`config.mk`:
```
export PLATFORM = sky130hd
export DESIGN_NAME = counter_0_99
export DESIGN_NICKNAME = d
export VERILOG_FILES = /design/src/rtl/counter_0_99.sv
export SDC_FILE = /design/constraint.sdc
export NUM_CORES = 1
export LEC_CHECK = 0
export CORE_AREA = 8 8 45 47
export CTS_CLUSTER_DIAMETER = 50
export DETAILED_ROUTE_END_ITERATION = 8
export DIE_AREA = 0 0 53 55
export PLACE_DENSITY = 0.75
export SLEW_MARGIN = 5
export SYNTH_ARGS = -nofsm -noshare
export SYNTH_HDL_FRONTEND = slang
export SYNTH_SLANG_ARGS = --single-unit
export TNS_END_PERCENT = 10
```
`constraint.sdc`:
```
create_clock -name clk -period 2.6 [get_ports clk]
set_input_delay 0.52 -clock clk [delete_from_list [all_inputs] [get_ports clk]]
set_output_delay 0.52 -clock clk [all_outputs]
set_load 0.005 [all_outputs]
```
`src/rtl/counter_0_99.sv`:
```
// Two-digit synchronous BCD up-counter (00..99) with preset load, terminal count
// and cascade carry. WRAP selects wrap-to-00 or saturate-at-99 after 99.
module counter_0_99 #(
  parameter bit WRAP = 1'b1
) (
  input  logic       clk,
  input  logic       init,
  input  logic       load,
  input  logic [7:0] preset,
  input  logic       en,
  output logic [3:0] units,
  output logic [3:0] tens,
  output logic       tc,
  output logic       cout
);

  localparam int unsigned DigitW = 4;
  localparam logic [DigitW-1:0] DigitMax = DigitW'(9);

  logic [DigitW-1:0] units_q, units_d;
  logic [DigitW-1:0] tens_q, tens_d;
  logic [DigitW-1:0] preset_units_c, preset_tens_c;
  logic              units_max_c, tens_max_c;

  // Next-state: load beats increment; non-BCD preset digits load as 0.
  always_comb begin
    units_d        = units_q;
    tens_d         = tens_q;
    preset_units_c = preset[DigitW-1:0];
    preset_tens_c  = preset[2*DigitW-1:DigitW];
    if (preset_units_c > DigitMax) preset_units_c = '0;
    if (preset_tens_c > DigitMax)  preset_tens_c  = '0;
    units_max_c    = (units_q == DigitMax);
    tens_max_c     = (tens_q == DigitMax);

    if (load) begin
      units_d = preset_units_c;
      tens_d  = preset_tens_c;
    end else if (en) begin
      if (!units_max_c) begin
        units_d = units_q + DigitW'(1);
      end else if (!tens_max_c) begin
        units_d = '0;
        tens_d  = tens_q + DigitW'(1);
      end else if (WRAP) begin
        units_d = '0;
        tens_d  = '0;
      end
    end
  end

  // Digit registers with synchronous active-low clear.
  always_ff @(posedge clk) begin
    if (!init) begin
      units_q <= '0;
      tens_q  <= '0;
    end else begin
      units_q <= units_d;
      tens_q  <= tens_d;
    end
  end

  assign units = units_q;
  assign tens  = tens_q;
  assign tc    = units_max_c & tens_max_c;
  assign cout  = en & tc;

endmodule
```
==> summary.md <==
| Metric | Value |
|---|---|
| Status | completed |
| CP Launch Type | input pin |
| Max-slew violations | 0 |
| DR DRC count | 0 |
| First-pass GRT wire length | about 2300 um |
| Max Cap Viol | 0 |
| Worst Tran Pin Value | around 300 ps |
| RSZ-0062 raised after global routing | false |
| Layout cells sized above 1 | around 11% |
| Post-DRT Antenna Nets | 0 |
| Largest net degree at the start of global routing | 10 |
| P_sw | 0.0871 mW |
| Sequential Power Share | between 40% and 50% |
| Worst hold path class | register to register |
| Crit path required time | ~2100 ps |
| DR vias/cell | roughly 5.3 |
| Peak VDD IR | 0.176 mV |
| Gate power share | approximately 24% |
| DP Worst Slack | just under 200 ps |
| CTS max path bufs | 2 |
| Syn Nets | approximately 80 |
| Inserted Diodes | 0 |
| Vias in the first global route | 528 |
| Int Pwr | roughly 0.23 mW |
| Tcrit/Tclk final | between 90% and 100% |
| Fin area | ~780 um^2 |
| Clock power share | between 30% and 40% |
| Commonest non-fill, non-tap cell in the layout | clkdlybuf4s50_1 |
| Starting Density | between 30% and 40% |
| Sequential area share after synthesis | around 30% |
| Synth-to-Final Area Change | 48.6% |
| Switching part of the total | around 27% |
| Power Dens Cells | 407 nW/um^2 |
| Placed Instances | between 100 and 150 |
| Synth Warn # | 0 |
| Final Hold Violating Endpoints | 0 |
| Crit end category | primary output |
| Final wirelength | between 1000 and 1500 um |
| Syn Inst Count | between 60 and 70 |
| WL/cell | around 13 um |
| Fin util | 56.4% |
| CTS Buf Count | 3 |
| Io pins | 22 |
| Total number of vias | between 500 and 600 |
| Unique masters post-synth | 27 |
| Setup TNS | 0 ps |
| CTS tree | done |
| Critical path class | input pin to primary output |
| Min setup slack post-route | about 190 ps |
| Clock latency on the worst-skew pair | between 200 and 300 ps |
| Placed inst area | between 700 and 800 um^2 |
| Final Power | about 0.32 mW |
| H-tree levels | 1 |
| Clock skew | between 1 and 1.5 ps |
| IO buf count | 21 |
| Initial antenna violation count | 0 |
| Syn Std Cell Area | between 500 and 600 um^2 |
| Pre-antenna DRT Iters | 4 |
| Setup repair bufs after CTS | 0 |
| Total gr overflow | 0 |
| # setup viols final | 0 |
| Vert. Die Dim | between 50 and 60 um |
| Die area | ~2900 um^2 |
| Slew headroom | between 80% and 90% |
| CTS Sinks | 8 |
| CORE AREA | around 1400 um^2 |
| CTS clk-pin slew, worst paths | around 50 ps |
| Crit path arrival time | 1890 ps |
| Syn Area/Cell | 7.96 um^2 |
| Post-synthesis register bit count | 8 |
| Resize count post-CTS | 0 |
| Fmax | between 400 and 500 MHz |
| DR iter-0 viols | 5 |
| DP Wirelength | between 1000 and 1500 um |
| GR Util All Layers | between 10% and 20% |
| Crit Path Max Fanout | 4 |
| Final nets | around 100 |
| Shortest period the worst path allows | 2410 ps |
| Hold Buf Count CTS | 0 |
| Clk root buf | clkbuf_4 |
| Fillers | 141 |
| Commonest non-fill, non-tap cells in the layout | clkdlybuf4s50_1 (21), o21ai_0 (11), dfxtp_1 (8) |
| Die W | approximately 53 um |
| # rows | 14 |
| Finished Layout Cells | 106 |
| Worst hold margin | between 500 and 600 ps |
| Cell leakage power | roughly 0.3 nW |
| Final estimated routing congestion in global placement | 0.777 |
## cell usage after synthesis (all sizes together)
library cell	number	area (um^2)
o21ai	11	55.1
dfxtp	8	160
nand2	8	32.5
inv	5	18.8
a21oi	4	20.0
a31oi	3	18.8
nor3	3	20.0
nor3b	3	22.5
nor2b	2	12.5
nor4	2	12.5
o211a	2	20.0
xnor2	2	17.5
xor2	2	17.5
a31o	1	8.76
and2b	1	8.76
and3	1	6.26
clkbuf	1	5.00
mux2i	1	10.0
nand2b	1	6.26
nand3	1	5.00
nand4b	1	8.76
nand4bb	1	27.5
nor2	1	3.75
o31ai	1	7.51
## worst paths after layout
kind                         start  slack [ps]  cells after the start                    end
min reg2reg  units[2]$_SDFFE_PN0P_         550                      2  units[3]$_SDFFE_PN0P_
max                             en         190                      4                   cout
min          units[2]$_SDFFE_PN0P_         550                      2  units[3]$_SDFFE_PN0P_
max reg2reg  units[0]$_SDFFE_PN0P_        1230                      5   tens[0]$_SDFFE_PN0P_
## flip-flops by register name, summed over array words and instances (netlist names)
signal	cells
tens	4
units	4
## power groups by stage
| stage | clock (mW) | combinational (mW) | sequential [mW] |
|---|---|---|---|
| 3_3_place_gp | 0 | 0.0760 | 0.146 |
| 3_5_place_dp | 0 | 0.0769 | 0.146 |
| 4_1_cts | 0.101 | 0.0775 | 0.143 |
| 2_1_floorplan | 0 | 0.0336 | 0.145 |
| 6_report | 0.0976 | 0.0771 | 0.143 |
| 5_1_grt | 0.112 | 0.0847 | 0.145 |
## area by class of cell
type / instances / area [um^2] / area share [%]
repair buffers: 22 / 218 / 27.9
well taps: 16 / 20.0 / 2.56
flip-flops and latches: 8 / 160 / 20.5
clock buffers: 3 / 22.5 / 2.88
multi-input cells: 52 / 342 / 43.8
inverters: 5 / 18.8 / 2.40
## worst max-delay path, stage by stage
cell and delay, ps:
clkdlybuf4s50_1 560, nand2_2 80, nor4_1 180, clkdlybuf4s50_1 550
## routing by layer
layer	GRT usage [%]	routed length (um)
met1	11.6	639
met2	17.0	650
met3	1.87	67
met4	10.3	51
met5	0	0
## cell families after synthesis
| kind of cell | after synthesis | synth area share [%] |
|---|---|---|
| flops | 8 | 30.5 |
| compound gates | 22 | 24.8 |
| mux | 1 | 1.90 |
| buf+inv | 6 | 4.52 |
| simple gates | 25 | 31.7 |
| xor+xnor | 4 | 6.67 |
Note: power is estimated with default switching activity, not from simulation.
